==> config.mk <==
export PLATFORM = sky130hd
export DESIGN_NAME = vector_execute_unit
export DESIGN_NICKNAME = d
export VERILOG_FILES = /design/src/rtl/vector_execute_unit.sv
export SDC_FILE = /design/constraint.sdc
export NUM_CORES = 2
export LEC_CHECK = 0
export CAP_MARGIN = 10
export CORE_ASPECT_RATIO = 1.2
export CORE_MARGIN = 1.5
export CORE_UTILIZATION = 58
export DETAILED_ROUTE_END_ITERATION = 12
export HOLD_SLACK_MARGIN = 0.12
export PLACE_DENSITY = 0.84
export SYNTH_ARGS = -nofsm -noshare
export SYNTH_HDL_FRONTEND = slang
export SYNTH_SLANG_ARGS = --single-unit
export TNS_END_PERCENT = 20
==> constraint.sdc <==
create_clock -name clk -period 7.6 [get_ports clk]
set_input_delay 1.52 -clock clk [delete_from_list [all_inputs] [get_ports clk]]
set_output_delay 1.52 -clock clk [all_outputs]
set_load 0.05 [all_outputs]
==> src/rtl/vector_execute_unit.sv <==
// Multicycle vector ALU for the execute stage.
// Treats a VEC_W-bit vector as unsigned LANE_W-bit lanes and computes
// LANES_PER_CYCLE lanes per clock. The operation's inputs are captured on
// accept, so the pipeline may change its inputs freely while the unit runs.
//
// Handshake: start_execute is a request that is only looked at in IDLE or
// DONE. It is accepted on the first rising edge that sees it high in one of
// those states, and there is no back-pressure on the result. done is a
// one-cycle pulse that marks alu_vector_result_execute, vector_zero and
// illegal_op as valid. stall_pipeline holds the upstream registers from the
// accept cycle until the last RUN cycle.
//
// The FSM state can be observed from the ports: busy=1 means RUN, done=1
// means DONE, and IDLE is the case where both are low.
module vector_execute_unit #(
  parameter int VEC_W           = 128,
  parameter int LANE_W          = 8,
  parameter int LANES_PER_CYCLE = 4
) (
  input  logic              clk,
  input  logic              reset,
  input  logic              start_execute,
  input  logic [4:0]        aluVectorOp_execute,
  input  logic [VEC_W-1:0]  vector_srcA_execute,
  input  logic [VEC_W-1:0]  vector_srcB_execute,
  input  logic [LANE_W-1:0] scalar_src_execute,
  output logic              busy,
  output logic              done,
  output logic              stall_pipeline,
  output logic [VEC_W-1:0]  alu_vector_result_execute,
  output logic              vector_zero,
  output logic              illegal_op
);

  localparam int NUM_LANES = VEC_W / LANE_W;
  localparam int NUM_GROUPS = NUM_LANES / LANES_PER_CYCLE;
  localparam int GW = (NUM_GROUPS > 1) ? $clog2(NUM_GROUPS) : 1;
  localparam int SHW = (LANE_W > 1) ? $clog2(LANE_W) : 1;
  localparam logic [GW-1:0] LAST_GROUP = GW'(NUM_GROUPS - 1);

  localparam logic [1:0] S_IDLE = 2'd0;
  localparam logic [1:0] S_RUN  = 2'd1;
  localparam logic [1:0] S_DONE = 2'd2;

  localparam logic [4:0] OP_VADD  = 5'd0;
  localparam logic [4:0] OP_VSUB  = 5'd1;
  localparam logic [4:0] OP_VAND  = 5'd2;
  localparam logic [4:0] OP_VOR   = 5'd3;
  localparam logic [4:0] OP_VXOR  = 5'd4;
  localparam logic [4:0] OP_VSLL  = 5'd5;
  localparam logic [4:0] OP_VSRL  = 5'd6;
  localparam logic [4:0] OP_VMUL  = 5'd7;
  localparam logic [4:0] OP_VADDS = 5'd8;
  localparam logic [4:0] OP_VMULS = 5'd9;

  logic [1:0]        state_q;
  logic [GW-1:0]     group_q;
  logic [4:0]        op_q;
  logic [VEC_W-1:0]  src_a_q;
  logic [VEC_W-1:0]  src_b_q;
  logic [LANE_W-1:0] scalar_q;
  logic              illegal_q;
  logic [VEC_W-1:0]  acc_q;
  logic [VEC_W-1:0]  acc_next;
  logic              accept;

  // One lane of the selected operation. Arithmetic wraps within the lane.
  // Undefined opcodes produce 0.
  function automatic logic [LANE_W-1:0] lane_op(
    input logic [4:0]        op,
    input logic [LANE_W-1:0] a,
    input logic [LANE_W-1:0] b,
    input logic [LANE_W-1:0] s
  );
    logic [2*LANE_W-1:0] prod;
    logic [LANE_W-1:0]   r;
    prod = '0;
    r    = '0;
    case (op)
      OP_VADD:  r = a + b;
      OP_VSUB:  r = a - b;
      OP_VAND:  r = a & b;
      OP_VOR:   r = a | b;
      OP_VXOR:  r = a ^ b;
      OP_VSLL:  r = a << s[SHW-1:0];
      OP_VSRL:  r = a >> s[SHW-1:0];
      OP_VMUL: begin
        prod = a * b;
        r    = prod[LANE_W-1:0];
      end
      OP_VADDS: r = a + s;
      OP_VMULS: begin
        prod = a * s;
        r    = prod[LANE_W-1:0];
      end
      default:  r = '0;
    endcase
    return r;
  endfunction

  assign accept = start_execute && ((state_q == S_IDLE) || (state_q == S_DONE));

  assign busy = (state_q == S_RUN);
  assign done = (state_q == S_DONE);

  // The stall covers the accept cycle as well, including a back-to-back
  // accept in DONE. This keeps the stall continuous across consecutive
  // operations.
  assign stall_pipeline = busy || accept;

  // Accumulator with the current lane group filled in from the latched operands
  always_comb begin
    acc_next = acc_q;
    for (int j = 0; j < LANES_PER_CYCLE; j++) begin
      acc_next[(int'(group_q) * LANES_PER_CYCLE + j) * LANE_W +: LANE_W] =
        lane_op(op_q,
                src_a_q[(int'(group_q) * LANES_PER_CYCLE + j) * LANE_W +: LANE_W],
                src_b_q[(int'(group_q) * LANES_PER_CYCLE + j) * LANE_W +: LANE_W],
                scalar_q);
    end
  end

  // FSM, operand capture, group iteration and the result register
  always_ff @(posedge clk) begin
    if (reset) begin
      state_q                   <= S_IDLE;
      group_q                   <= '0;
      op_q                      <= '0;
      src_a_q                   <= '0;
      src_b_q                   <= '0;
      scalar_q                  <= '0;
      illegal_q                 <= 1'b0;
      acc_q                     <= '0;
      alu_vector_result_execute <= '0;
      vector_zero               <= 1'b0;
      illegal_op                <= 1'b0;
    end else begin
      case (state_q)
        S_IDLE, S_DONE: begin
          if (start_execute) begin
            state_q   <= S_RUN;
            group_q   <= '0;
            acc_q     <= '0;
            op_q      <= aluVectorOp_execute;
            src_a_q   <= vector_srcA_execute;
            src_b_q   <= vector_srcB_execute;
            scalar_q  <= scalar_src_execute;
            illegal_q <= (aluVectorOp_execute > OP_VMULS);
          end else begin
            state_q <= S_IDLE;
          end
        end
        S_RUN: begin
          acc_q <= acc_next;
          if (group_q == LAST_GROUP) begin
            state_q                   <= S_DONE;
            group_q                   <= '0;
            alu_vector_result_execute <= acc_next;
            vector_zero               <= (acc_next == '0);
            illegal_op                <= illegal_q;
          end else begin
            group_q <= group_q + 1'b1;
          end
        end
        default: state_q <= S_IDLE;
      endcase
    end
  end

endmodule

==> reports/qor.txt <==
Reg clk slew, reported paths - 0.08 ns
Iteration-0 DRC Markers - 5065
CP cell instances - buf_12 > mux2_2 > mux2i_4 > inv_1 > nand2_1 > fa_1 > inv_1 > ha_1 > inv_1 > fa_1 > fa_1 > inv_1 > ha_1 > xnor2_1 > a2111oi_0 > nand4_1 > a21o_1 > a22o_1 > a2111oi_0 > and4_1 > nand4_1 > o31ai_2
layout cells sized above 1 - 7.49%
Gate Count Post-Synth - 4443
setup TNS - 0 ns
DR pass1 iterations - 7
final WL - 153 mm
Root Buffer - clkbuf_16
HP Class - flop to flop
fin nets - 5300
sw frac - 32.9%
Vias/cell - 6.52
Crit Path Category - flop to flop
Synth Warn # - 0
most frequent CP cell - inv_1
sequential power share - 39.0%
Psw - 2.52 mW
HPWL Detailed - 113 mm
Clk pwr share - 35.9%
placed cells - 5453
initial core utilization - 58.5%
PD cells - 182 nW/µm²
Final Hold Violating Endpoints - 0
Synth Register Bits - 532
Tightest Pin Transition - 1.24 ns
register area share after synthesis - 30.1%
DR vias - 36336
Skew-Pair Late Insertion Delay - 0.64 ns
Synth Flop Type - dfxtp_1
Clock Skews - 0.0283 ns
clock sinks - 532
Slowest cell on crit path - a2111oi_0
slew margin rel. - 17.0%
largest net degree at the start of global routing - 216
ANT nets after route - 0
die height - 274 µm
Pint - 5.13 mW
worst path required time - 8.13 ns
period utilisation layout - 93.7%
synth-to-layout area growth - 18.7%
CTS tree - done
vias in the first global route - 34561
GRT overflow - 0
status - complete, no violations
RSZ-0062 raised after global routing - no
pins over their slew limit - 0
Distinct cells, synth - 91
Logic pwr share - 25.1%
Static Leak - 16.6 nW
GRT Total Usage - 47.5%
number of synthesized flops with an enable pin - 0
Total Die Area - 62600 µm²
DRC - 0
port bufs - 404
clk buf depth - 3
Non-Filler Instances - 5569
cell area after synthesis - 35400 µm²
largest stage delay on the critical path - 0.72 ns
Worst Path Arrival - 7.66 ns
core box area - 60600 µm²
Final setup viols - 0
H-Tree Level Count - 2
Placer Congestion - 1.09
min Tclk post-route - 7.12 ns
syn nets - 5044
global-route wire length before repair - 222 mm
Num CTS Buffers - 51
Critical Path Source Type - flop
max-capacitance violation count - 0
Post-synth ARST share - 0%
drt wl/cell - 27.4 µm
CP endpoint kind - flop
initial antenna violation count - 19
hold buffer count at CTS - 0
Core Rows - 99
VDD IR-drop max - 0.158 mV
Fmax - 140 MHz
Die X - 229 µm
# IOs - 405
Avg Cell Area, Syn - 7.98 µm²
critical path peak fanout - 27
fin util - 69.4%
-- worst max-delay path: cells and delay by family (launching register included) --
| family | cells | cell delay [ns] |
|---|---|---|
| AOI/OAI and AO/OA | 5 | 2.08 |
| xor gates and xnor gates | 1 | 0.15 |
| adders and majority gates | 5 | 1.94 |
| buffers and inverters | 5 | 0.72 |
| DFF | 1 | 0.64 |
| muxes | 2 | 0.75 |
| and+or+nand+nor | 4 | 0.69 |
-- registers in the layout, summed over array words and instances, names as in the netlist --
name and flops:
acc_q 128, alu_vector_result_execute 128, group_q 2, illegal_op 1, illegal_q 1, op_q 5, scalar_q 8, src_a_q 128
src_b_q 128, state_q 2, vector_zero 1
-- routing by layer --
| layer | GRT usage, % | routed length (µm) |
|---|---|---|
| met5 | 0 | 53 |
| met2 | 75.6 | 68900 |
| met1 | 52.9 | 51300 |
| met4 | 42.4 | 16500 |
| met3 | 12.1 | 16100 |
-- timing repair --
action | CTS | global route
setup endpoints to repair | 0 | 2
gates resized for setup | 0 | 0
hold endpoints to repair | 0 | 0
buffers inserted | 0 | 1
-- cell families (layout without fill, tap and decap cells) --
kind of cell | after synthesis | count (layout) | share of synthesized area (%)
flip-flops | 532 | 532 | 30.1
buffers and inverters | 602 | 900 | 6.78
AND/OR/NAND/NOR | 1660 | 1660 | 19.9
multiplexers | 168 | 168 | 7.34
adder cells (fa/ha/maj) | 329 | 329 | 13.7
other | 0 | 20 | 0
AO/OA/AOI/OAI | 985 | 985 | 17.9
XOR/XNOR | 167 | 167 | 4.28
-- cell usage in the layout (no fill, tap or decap), types with 97 or more instances in the layout --
master           instances
a21oi_1                427
a22oi_1                135
buf_4                  112
clkdlybuf4s50_1        403
dfxtp_1                528
fa_1                   100
ha_1                   229
inv_1                  268
nand2_1                833
nor2_1                 462
nor3_1                  97
xnor2_1                130
-- final timing paths --
path | cells after the start | from | slack, ns | to
max | 22 | group_q[0] | 0.48 | vector_zero
min | 2 | src_b_q[88] | 0.45 | src_b_q[88]
max reg2reg | 22 | group_q[0] | 0.48 | vector_zero
min reg2reg | 2 | src_b_q[88] | 0.45 | src_b_q[88]
-- through the flow --
stage / total power [mW] / worst slack [ns] / hold slack (ns) / cell area, µm²
2_1_floorplan: 4.07 / 1.09 / 0.427 / 35400
4_1_cts: 7.54 / 0.417 / 0.453 / 42000
5_1_grt: 7.83 / 0.149 / 0.468 / 42000
3_3_place_gp: 4.83 / 0.605 / 0.437 / 40200
6_report: 7.65 / 0.477 / 0.453 / 42100
3_5_place_dp: 4.84 / 0.487 / 0.442 / 40200
-- power groups by stage --
stage	Combinational, mW	Clock (mW)	Sequential [mW]
after floorplan	1.08	0	2.99
after global placement	1.80	0	3.03
after detailed placement	1.81	0	3.04
after CTS	1.82	2.74	2.98
after global routing	1.99	2.85	2.98
final	1.92	2.74	2.98
-- synth_stat cells, drive strengths merged, types with 18 or more instances --
master	count	area share, %
fa	100	5.6
nand2b	18	0.32
mux2i	60	1.8
inv	275	2.9
a21o	26	0.55
nand4	20	0.35
o21ai	75	1.1
nor3	100	1.4
ha	229	8.1
xnor2	130	3.2
buf	65	1.1
a22oi	136	2.9
a22o	28	0.69
mux4	66	4.2
and3	21	0.37
mux2	42	1.3
dfxtp	532	30
nor4	29	0.53
nor2	467	4.9
a211oi	51	1.1
and2	42	0.75
a221oi	45	1.1
nand2	834	8.8
o22ai	47	0.83
a21oi	427	6.0
clkbuf	255	2.7
xor2	33	0.82
nand3	52	0.73
-- final cells by class --
type	count	area (µm²)
flip-flops and latches	532	10700
inverters	282	1060
well taps	808	1010
repair buffers	523	5030
diodes	20	50.0
clock buffers	69	1450
multi-input cells	3309	22400
clock inverters	26	355
fillers	4826	18500
Note: power is estimated with default switching activity, not from simulation.
